`src/rtl/exc_commit_ctrl_if.sv`:
```
// ============================================================================
// Module  : exc_commit_ctrl_if
// Purpose : WB / CSR / Pre-IF signal bundle for the exception commit sequencer.
//           BADV write port present only when EXC_BADV_EN is defined.
// Rev     : 1.0  initial release
// ============================================================================
`default_nettype none

interface exc_commit_ctrl_if;
   logic        wb_valid;
   logic        wb_ready;
   logic [31:0] wb_pc;
   logic [4:0]  wb_exc;
   logic        wb_ertn;
   logic [31:0] wb_vaddr;
   logic        has_int;
   logic [31:0] ex_entry;
   logic [31:0] csr_era;
   logic        csr_wb_ex;
   logic [5:0]  csr_wb_ecode;
   logic [8:0]  csr_wb_esubcode;
   logic [31:0] csr_wb_pc;
   logic        csr_ertn_flush;
   logic        flush_pipe;
   logic        redirect_valid;
   logic        redirect_ready;
   logic [31:0] redirect_pc;
`ifdef EXC_BADV_EN
   logic        badv_we;
   logic [31:0] badv_wdata;
`endif

   // master: WB stage, CSR unit and Pre-IF side
   modport master (
      output wb_valid, wb_pc, wb_exc, wb_ertn, wb_vaddr,
      output has_int, ex_entry, csr_era, redirect_ready,
      input  wb_ready, csr_wb_ex, csr_wb_ecode, csr_wb_esubcode, csr_wb_pc,
      input  csr_ertn_flush, flush_pipe, redirect_valid, redirect_pc
`ifdef EXC_BADV_EN
      , input badv_we, badv_wdata
`endif
   );

   // slave: the commit controller
   modport slave (
      input  wb_valid, wb_pc, wb_exc, wb_ertn, wb_vaddr,
      input  has_int, ex_entry, csr_era, redirect_ready,
      output wb_ready, csr_wb_ex, csr_wb_ecode, csr_wb_esubcode, csr_wb_pc,
      output csr_ertn_flush, flush_pipe, redirect_valid, redirect_pc
`ifdef EXC_BADV_EN
      , output badv_we, badv_wdata
`endif
   );
endinterface

`default_nettype wire

```
`src/rtl/exc_commit_ctrl.sv`:
```
// ============================================================================
// Module  : exc_commit_ctrl
// Purpose : WB exception / ERTN commit sequencer: CSR pulses, flush, redirect.
//           Optional BADV update enabled by macro EXC_BADV_EN.
// Rev     : 1.0  initial release
// ============================================================================
`default_nettype none

module exc_commit_ctrl #(
   parameter int FLUSH_CYCLES = 2
) (
   input  wire               clk,
   input  wire               reset,
   exc_commit_ctrl_if.slave  bus
);

   localparam logic [5:0] c_ecode_int  = 6'h00;
   localparam logic [5:0] c_ecode_adef = 6'h08;
   localparam logic [5:0] c_ecode_ine  = 6'h0D;
   localparam logic [5:0] c_ecode_sys  = 6'h0B;
   localparam logic [5:0] c_ecode_brk  = 6'h0C;
   localparam logic [5:0] c_ecode_ale  = 6'h09;
   localparam logic [3:0] c_flush_load = 4'(FLUSH_CYCLES);

   typedef enum logic [1:0] {
      IDLE     = 2'd0,
      COMMIT   = 2'd1,
      FLUSH    = 2'd2,
      REDIRECT = 2'd3
   } state_t;

   state_t      state_q, state_d;
   logic        int_pend_q, int_pend_d;
   logic [3:0]  cnt_q, cnt_d;
   logic        ertn_q, ertn_d;
   logic [5:0]  ecode_q, ecode_d;
   logic [31:0] pc_q, pc_d;
   logic [31:0] rpc_q, rpc_d;

   logic        wb_ready;
   logic        csr_wb_ex;
   logic [5:0]  csr_wb_ecode;
   logic [31:0] csr_wb_pc;
   logic        csr_ertn_flush;
   logic        flush_pipe;
   logic        redirect_valid;
   logic [31:0] redirect_pc;

   logic        take_exc;
   logic [5:0]  ecode_sel;

`ifdef EXC_BADV_EN
   logic        badv_en_q, badv_en_d;
   logic [31:0] badv_data_q, badv_data_d;
   logic        badv_we;
   logic [31:0] badv_wdata;
`endif

   // Interrupt outranks every synchronous exception; ADEF..ALE follow in order.
   always_comb begin
      take_exc  = int_pend_q | (|bus.wb_exc);
      ecode_sel = c_ecode_int;
      if (int_pend_q)          ecode_sel = c_ecode_int;
      else if (bus.wb_exc[0])  ecode_sel = c_ecode_adef;
      else if (bus.wb_exc[1])  ecode_sel = c_ecode_ine;
      else if (bus.wb_exc[2])  ecode_sel = c_ecode_sys;
      else if (bus.wb_exc[3])  ecode_sel = c_ecode_brk;
      else if (bus.wb_exc[4])  ecode_sel = c_ecode_ale;
   end

   always_comb begin
      state_d        = state_q;
      int_pend_d     = bus.has_int;
      cnt_d          = cnt_q;
      ertn_d         = ertn_q;
      ecode_d        = ecode_q;
      pc_d           = pc_q;
      rpc_d          = rpc_q;
      wb_ready       = 1'b0;
      csr_wb_ex      = 1'b0;
      csr_wb_ecode   = 6'd0;
      csr_wb_pc      = 32'd0;
      csr_ertn_flush = 1'b0;
      flush_pipe     = 1'b0;
      redirect_valid = 1'b0;
      redirect_pc    = 32'd0;
`ifdef EXC_BADV_EN
      badv_en_d      = badv_en_q;
      badv_data_d    = badv_data_q;
      badv_we        = 1'b0;
      badv_wdata     = 32'd0;
`endif

      case (state_q)
         IDLE: begin
            wb_ready = 1'b1;
            if (bus.wb_valid && (take_exc || bus.wb_ertn)) begin
               ertn_d  = ~take_exc;
               ecode_d = ecode_sel;
               pc_d    = bus.wb_pc;
`ifdef EXC_BADV_EN
               badv_en_d   = take_exc && ((ecode_sel == c_ecode_adef) ||
                                          (ecode_sel == c_ecode_ale));
               badv_data_d = (ecode_sel == c_ecode_adef) ? bus.wb_pc : bus.wb_vaddr;
`endif
               state_d = COMMIT;
            end
         end
         COMMIT: begin
            flush_pipe = 1'b1;
            if (ertn_q) begin
               csr_ertn_flush = 1'b1;
            end else begin
               csr_wb_ex    = 1'b1;
               csr_wb_ecode = ecode_q;
               csr_wb_pc    = pc_q;
            end
`ifdef EXC_BADV_EN
            badv_we    = badv_en_q;
            badv_wdata = badv_en_q ? badv_data_q : 32'd0;
`endif
            cnt_d   = c_flush_load;
            state_d = FLUSH;
         end
         FLUSH: begin
            flush_pipe = 1'b1;
            cnt_d      = cnt_q - 4'd1;
            // Target sampled here so the CSR update from COMMIT is visible.
            if (cnt_q <= 4'd1) begin
               rpc_d   = ertn_q ? bus.csr_era : bus.ex_entry;
               state_d = REDIRECT;
            end
         end
         REDIRECT: begin
            flush_pipe     = 1'b1;
            redirect_valid = 1'b1;
            redirect_pc    = rpc_q;
            if (bus.redirect_ready) state_d = IDLE;
         end
         default: state_d = IDLE;
      endcase
   end

   always_ff @(posedge clk) begin
      if (reset) begin
         state_q    <= IDLE;
         int_pend_q <= 1'b0;
         cnt_q      <= 4'd0;
         ertn_q     <= 1'b0;
         ecode_q    <= 6'd0;
         pc_q       <= 32'd0;
         rpc_q      <= 32'd0;
`ifdef EXC_BADV_EN
         badv_en_q   <= 1'b0;
         badv_data_q <= 32'd0;
`endif
      end else begin
         state_q    <= state_d;
         int_pend_q <= int_pend_d;
         cnt_q      <= cnt_d;
         ertn_q     <= ertn_d;
         ecode_q    <= ecode_d;
         pc_q       <= pc_d;
         rpc_q      <= rpc_d;
`ifdef EXC_BADV_EN
         badv_en_q   <= badv_en_d;
         badv_data_q <= badv_data_d;
`endif
      end
   end

   assign bus.wb_ready        = wb_ready;
   assign bus.csr_wb_ex       = csr_wb_ex;
   assign bus.csr_wb_ecode    = csr_wb_ecode;
   assign bus.csr_wb_esubcode = 9'd0;
   assign bus.csr_wb_pc       = csr_wb_pc;
   assign bus.csr_ertn_flush  = csr_ertn_flush;
   assign bus.flush_pipe      = flush_pipe;
   assign bus.redirect_valid  = redirect_valid;
   assign bus.redirect_pc     = redirect_pc;
`ifdef EXC_BADV_EN
   assign bus.badv_we         = badv_we;
   assign bus.badv_wdata      = badv_wdata;
`endif

endmodule

`default_nettype wire

```
`src/flat_wrapper.sv`:
```
// flat-port wrapper written by rule: the top's interface ports become plain ports
module exc_commit_ctrl_flat 
#(
   parameter int FLUSH_CYCLES = 2
)
  (clk, reset, bus_wb_valid, bus_wb_pc, bus_wb_exc, bus_wb_ertn, bus_wb_vaddr, bus_has_int, bus_ex_entry, bus_csr_era, bus_redirect_ready, bus_wb_ready, bus_csr_wb_ex, bus_csr_wb_ecode, bus_csr_wb_esubcode, bus_csr_wb_pc, bus_csr_ertn_flush, bus_flush_pipe, bus_redirect_valid, bus_redirect_pc);
  exc_commit_ctrl_if bus_i ();
  input  wire clk;
  input  wire reset;
  input wire logic [$bits(bus_i.wb_valid)-1:0] bus_wb_valid;
  input wire logic [$bits(bus_i.wb_pc)-1:0] bus_wb_pc;
  input wire logic [$bits(bus_i.wb_exc)-1:0] bus_wb_exc;
  input wire logic [$bits(bus_i.wb_ertn)-1:0] bus_wb_ertn;
  input wire logic [$bits(bus_i.wb_vaddr)-1:0] bus_wb_vaddr;
  input wire logic [$bits(bus_i.has_int)-1:0] bus_has_int;
  input wire logic [$bits(bus_i.ex_entry)-1:0] bus_ex_entry;
  input wire logic [$bits(bus_i.csr_era)-1:0] bus_csr_era;
  input wire logic [$bits(bus_i.redirect_ready)-1:0] bus_redirect_ready;
  output wire logic [$bits(bus_i.wb_ready)-1:0] bus_wb_ready;
  output wire logic [$bits(bus_i.csr_wb_ex)-1:0] bus_csr_wb_ex;
  output wire logic [$bits(bus_i.csr_wb_ecode)-1:0] bus_csr_wb_ecode;
  output wire logic [$bits(bus_i.csr_wb_esubcode)-1:0] bus_csr_wb_esubcode;
  output wire logic [$bits(bus_i.csr_wb_pc)-1:0] bus_csr_wb_pc;
  output wire logic [$bits(bus_i.csr_ertn_flush)-1:0] bus_csr_ertn_flush;
  output wire logic [$bits(bus_i.flush_pipe)-1:0] bus_flush_pipe;
  output wire logic [$bits(bus_i.redirect_valid)-1:0] bus_redirect_valid;
  output wire logic [$bits(bus_i.redirect_pc)-1:0] bus_redirect_pc;
  assign bus_i.wb_valid = bus_wb_valid;
  assign bus_i.wb_pc = bus_wb_pc;
  assign bus_i.wb_exc = bus_wb_exc;
  assign bus_i.wb_ertn = bus_wb_ertn;
  assign bus_i.wb_vaddr = bus_wb_vaddr;
  assign bus_i.has_int = bus_has_int;
  assign bus_i.ex_entry = bus_ex_entry;
  assign bus_i.csr_era = bus_csr_era;
  assign bus_i.redirect_ready = bus_redirect_ready;
  assign bus_wb_ready = bus_i.wb_ready;
  assign bus_csr_wb_ex = bus_i.csr_wb_ex;
  assign bus_csr_wb_ecode = bus_i.csr_wb_ecode;
  assign bus_csr_wb_esubcode = bus_i.csr_wb_esubcode;
  assign bus_csr_wb_pc = bus_i.csr_wb_pc;
  assign bus_csr_ertn_flush = bus_i.csr_ertn_flush;
  assign bus_flush_pipe = bus_i.flush_pipe;
  assign bus_redirect_valid = bus_i.redirect_valid;
  assign bus_redirect_pc = bus_i.redirect_pc;
  exc_commit_ctrl #(.FLUSH_CYCLES(FLUSH_CYCLES)) u_core (.clk(clk), .reset(reset), .bus(bus_i));
endmodule
```
`config.mk`:
```
export PLATFORM = sky130hd
export DESIGN_NAME = exc_commit_ctrl_flat
export DESIGN_NICKNAME = d
export VERILOG_FILES = /design/src/rtl/exc_commit_ctrl_if.sv /design/src/rtl/exc_commit_ctrl.sv /design/src/flat_wrapper.sv
export SDC_FILE = /design/constraint.sdc
export NUM_CORES = 1
export LEC_CHECK = 0
export BUFFER_PORTS_ARGS = -buffer_cell sky130_fd_sc_hd__buf_4
export CORE_MARGIN = 4
export CORE_UTILIZATION = 48
export DETAILED_ROUTE_END_ITERATION = 6
export PLACE_DENSITY = 0.95
export REMOVE_ABC_BUFFERS = 1
export SKIP_LAST_GASP = 1
export SYNTH_ARGS = -nofsm -noshare
export SYNTH_HDL_FRONTEND = slang
export SYNTH_SLANG_ARGS = --single-unit
```
`constraint.sdc`:
```
create_clock -name clk -period 3.5 [get_ports clk]
set_clock_uncertainty 0.1 [all_clocks]
set_input_delay 0.875 -clock clk [delete_from_list [all_inputs] [get_ports clk]]
set_output_delay 0.875 -clock clk [all_outputs]
set_load 0.02 [all_outputs]
```
* After elaboration in Yosys (flattened, before gate mapping)
Index checks and enable logic that the tools add are counted.
Storage, ports and cells: flip-flop bits (word level) 78, word-level logic and storage cells 50, output and inout bits 84
Operators by class: muxes and demuxes 24, $add $sub $neg 1, reduce and logical (&&, ||, !) cells 9, equality and inequality tests 6, $lt $le $gt $ge 1, bitwise gates (word level) 2
Operators with widths (count):
- 32-bit two-way mux | 4
- 6-bit two-way mux | 7
- 2-bit one-hot mux with 4 select lines | 1
- 4-bit one-hot mux with 2 select lines | 1
- 1-bit two-way mux | 7
- 2-bit two-way mux | 3
- 5-bit OR reduction | 1
- 2-bit equality test, second input constant | 2
- 4-bit by 1-bit less-or-equal comparator with 1-bit output, second input constant | 1
- 4-bit two-way mux | 1
- 2-bit by 1-bit != test with 1-bit output, second input constant | 2
- 2-bit AND reduction | 2
- 4-bit by 1-bit subtractor with 4-bit output, second input constant | 1
- 3-bit AND reduction | 1
- 3-bit OR reduction | 1
- 2-bit by 1-bit equality test with 1-bit output, second input constant | 1
- 2-bit zero test | 1
- 2-bit != test, second input constant | 1
- 2-bit nonzero test | 1
- 1-bit logical AND | 1
- 1-bit logical OR | 1
- 1-bit inverter | 1
- 1-bit bitwise OR | 1

* Depth between registers and ports, before layout
depth after elaboration 6, mapped depth 7, depth with buffers taken out 6

* Least setup slack after synthesis
No wires, ideal clock.
kind register to output, start point register u_core.state_q[1], end point output port bus_csr_wb_pc[22], path buffers 2, setup slack 1.006 ns, required time 2.525 ns, arrival time 1.519 ns, stages on the path, launching flop included 7, path through dfxtp_1 > inv_1 > ha_1 > nor2b_1 > clkbuf_1 > clkbuf_1 > and2_1
On the way: word-level cells in the longest chain between the ends 2
RTL lines:
- from (decl) | line exc_commit_ctrl.sv:32 | state_t state_q, state_d;
- from (signal assigned) | line exc_commit_ctrl.sv:158 | state_q <= state_d;
- 2-bit by 1-bit equality test with 1-bit output | line exc_commit_ctrl.sv:94 | case (state_q)
- 32-bit two-way mux | line exc_commit_ctrl.sv:94
- to (decl) | line flat_wrapper.sv:23 | output wire logic [$bits(bus_i.csr_wb_pc)-1:0] bus_csr_wb_pc;
Every way passes these cells.

* Worst setup path after layout
start point register u_core.state_q[1], end point output port bus_csr_wb_pc[6]
Same word-level chain as after synthesis.

==> flow_summary.yaml <==
route:
  vias: 3605
  viasPerCell: 5.03
  drc: 0
  wirelength_um: 10100
  dr.pass1.iters: 4
  routedWlPerCell_um: 14.2
  drtIter0Drc: 84
  ant_nets: 0
critical_path:
  critPathLaunch: "u_core.state_q[1]"
  rrSetupSlack_ps: 1040
  start_kind: "register"
  endpoint_kind: "primary output"
  endpoint: "bus_csr_wb_pc[6]"
  regToRegEndpoint: "u_core.ecode_q[0]"
  reg2reg_from: "u_core.state_q[0]"
  worstSetupPathType: "register to primary output"
  cp.arrival_ps: 1740
  rr_worst_depth: 5
  cp.required_ps: 2520
  worst-path-max-fanout: 37
placed_design:
  place_inst: 701
  io_buffers: 179
  place_hpwl_um: 7480
  gp_congestion: 0.853
logic_synthesis:
  synth_edf_count: 0
  yosysUniqueCellTypes: 37
  avgSynthCellArea_um2: 8.71
  netlist.area_leader.share_pct: 39.0
  yosys.area.top_type: "dfxtp_1"
  synth_area_um2: 3900
  synth.most_common_cell: "dfxtp_1"
  synth_seq_cells: 76
  synth_area_leaders: "dfxtp_1 (39%), and2_1 (11%), mux2i_1 (8.5%)"
  syn_inst: 448
  async_flop_share_pct: 0
  synth_warnings: 0
  synthTopCellsByCount: "dfxtp_1 (76), and2_1 (69), nand2_1 (69)"
  seq_area_frac_synth_pct: 39.0
  synthFlopType: "dfxtp_1"
floorplanning:
  initial_core_util_pct: 50.0
  core_um2: 7810
  die_h_um: 98.2
  rows: 32
  num_io_pins: 223
  die_w_um: 98.2
  die_area_um2: 9630
clocking:
  clk_path_buf_depth: 2
  cts_tree: "yes"
  post-cts-setup-buffers: 0
  htreeDepth: 3
  numCtsBuffers: 9
  path_clk_slew_ps: 80
  cts_resized: 0
  clkLatencyLatePin_ps: 340
  cts-root-buf: "clkbuf_8"
  hold_buffers: 0
  clock-sinks: 76
timing:
  period_share_pct: 77.4
  rsz0062_at_grt: "no"
  tightest_slew_ps: 1080
  setup_tns_ps: 0
  final_max_slew_viol_count: 0
  final-hold-violation-count: 0
  max-slew-margin-rel_pct: 28.3
  setup_viol: 0
  fmax_mhz: 369
  fin_crit_ps: 2710
power_and_ir_drop:
  p_per_area_nw_per_um2: 611
  ir_drop_v: 0.000354
  p_leak_uw: 0.00231
layout:
  syn2layout_area_growth_pct: 38.2
  drive_above_1_share_pct: 37.8
  n_antenna_cell: 0
  final_cells: 716
  seq_area_um2: 1520
  num-fill-cells: 551
  fin_nets: 756
  multiInputGateArea_um2: 2090
global_routing:
  overflow: 0
  grt_max_degree: 73
  grt_use_total_pct: 20.1
  antenna_found_initial: 0
  grt_pass1_vias: 3576
  grt_pass1_wl_um: 16100
run:
  cap_violations: 0
outcome:
  status: "completed"
hold_path:
  worst_hold_path_type: "register to register"
  hp-start: "u_core.ecode_q[0]"
==> where the power goes <==
| group | leakage [µW] | internal [µW] | switching (µW) |
|---|---|---|---|
| clock network | 0.000116 | 490 | 303 |
| logic | 0.00157 | 520 | 763 |
| registers | 0.000621 | 1100 | 114 |
==> stage by stage <==
step | hold slack (ps) | power (µW) | instance area (µm²) | utilization, % | worst slack (ps)
6_report | 353 | 3290 | 5390 | 69.1 | 790
5_1_grt | 371 | 3520 | 5390 | 69.1 | 690
4_1_cts | 354 | 3320 | 5390 | 69.1 | 779
3_5_place_dp | 341 | 2520 | 5150 | 66.0 | 610
3_3_place_gp | 336 | 2450 | 5150 | 66.0 | 658
2_1_floorplan | 321 | 2070 | 3630 | - | 98.0
==> routing by layer <==
layer,part of all wire [%],track usage (%),vias up
met4,0.98,4.41,0
met3,14,10.6,9
met1,38,21.5,1615
li1,-,-,1807
met2,48,35.1,174
met5,0,0,-
==> logic make-up (layout without fill, tap and decap cells) <==
| family | after synthesis | after routing | share of synthesized area (%) |
|---|---|---|---|
| buffers and inverters | 51 | 207 | 8.53 |
| and+or+nand+nor | 195 | 195 | 25.0 |
| adders and majority gates | 7 | 7 | 2.24 |
| muxes | 33 | 33 | 8.47 |
| AOI/OAI and AO/OA | 85 | 85 | 16.7 |
| other | 1 | 11 | 0.0961 |
| DFF | 76 | 76 | 39.0 |
==> sequential cells by signal, summed over array words and instances, names as in the netlist <==
| name | cells |
|---|---|
| u_core.ertn_q | 1 |
| u_core.int_pend_q | 1 |
| u_core.ecode_q | 4 |
| u_core.cnt_q | 4 |
| u_core.state_q | 2 |
| u_core.rpc_q | 32 |
| u_core.pc_q | 32 |
==> layout by cell type, fill, tap and decap left out, types with 2 or more instances in the layout <==
master / n
a211oi_1: 33
a21oi_1: 13
a21oi_2: 26
a311oi_1: 2
and2_1: 69
buf_4: 185
bufinv_16: 3
clkbuf_8: 10
conb_1: 11
dfxtp_1: 75
ha_1: 7
inv_1: 6
mux2i_1: 33
nand2_1: 69
nand2b_1: 3
nand3_1: 2
nand4b_1: 2
nor2_1: 38
nor2b_1: 4
nor3_1: 2
o211ai_1: 2
o21ai_0: 3
==> worst max-delay path, stage by stage, from the launching register on <==
cell and delay [ps]:
dfxtp_1 390, inv_1 100, ha_1 190, nor2b_2 150, buf_4 220, and2_1 200
buf_4 160
==> how the worst min path moves through the flow <==
stage / end / slack (ps) / cells after the start
after CTS: u_core.ecode_q[0] / 350 / 2
after global placement: u_core.ecode_q[3] / 340 / 2
after floorplan: u_core.ecode_q[0] / 320 / 2
final: u_core.ecode_q[0] / 350 / 2
after detailed placement: u_core.ecode_q[0] / 340 / 2
after global routing: u_core.ecode_q[0] / 370 / 2
==> final cells by class <==
type                    count  share of cell area, %
flip-flops and latches     76                   28.2
clock buffers              11                   2.62
multi-input cells         331                   38.7
repair buffers            185                   25.8
inverters                   7                  0.487
well taps                 102                   2.37
clock inverters             4                   1.81
(Power assumes the default switching activity.)
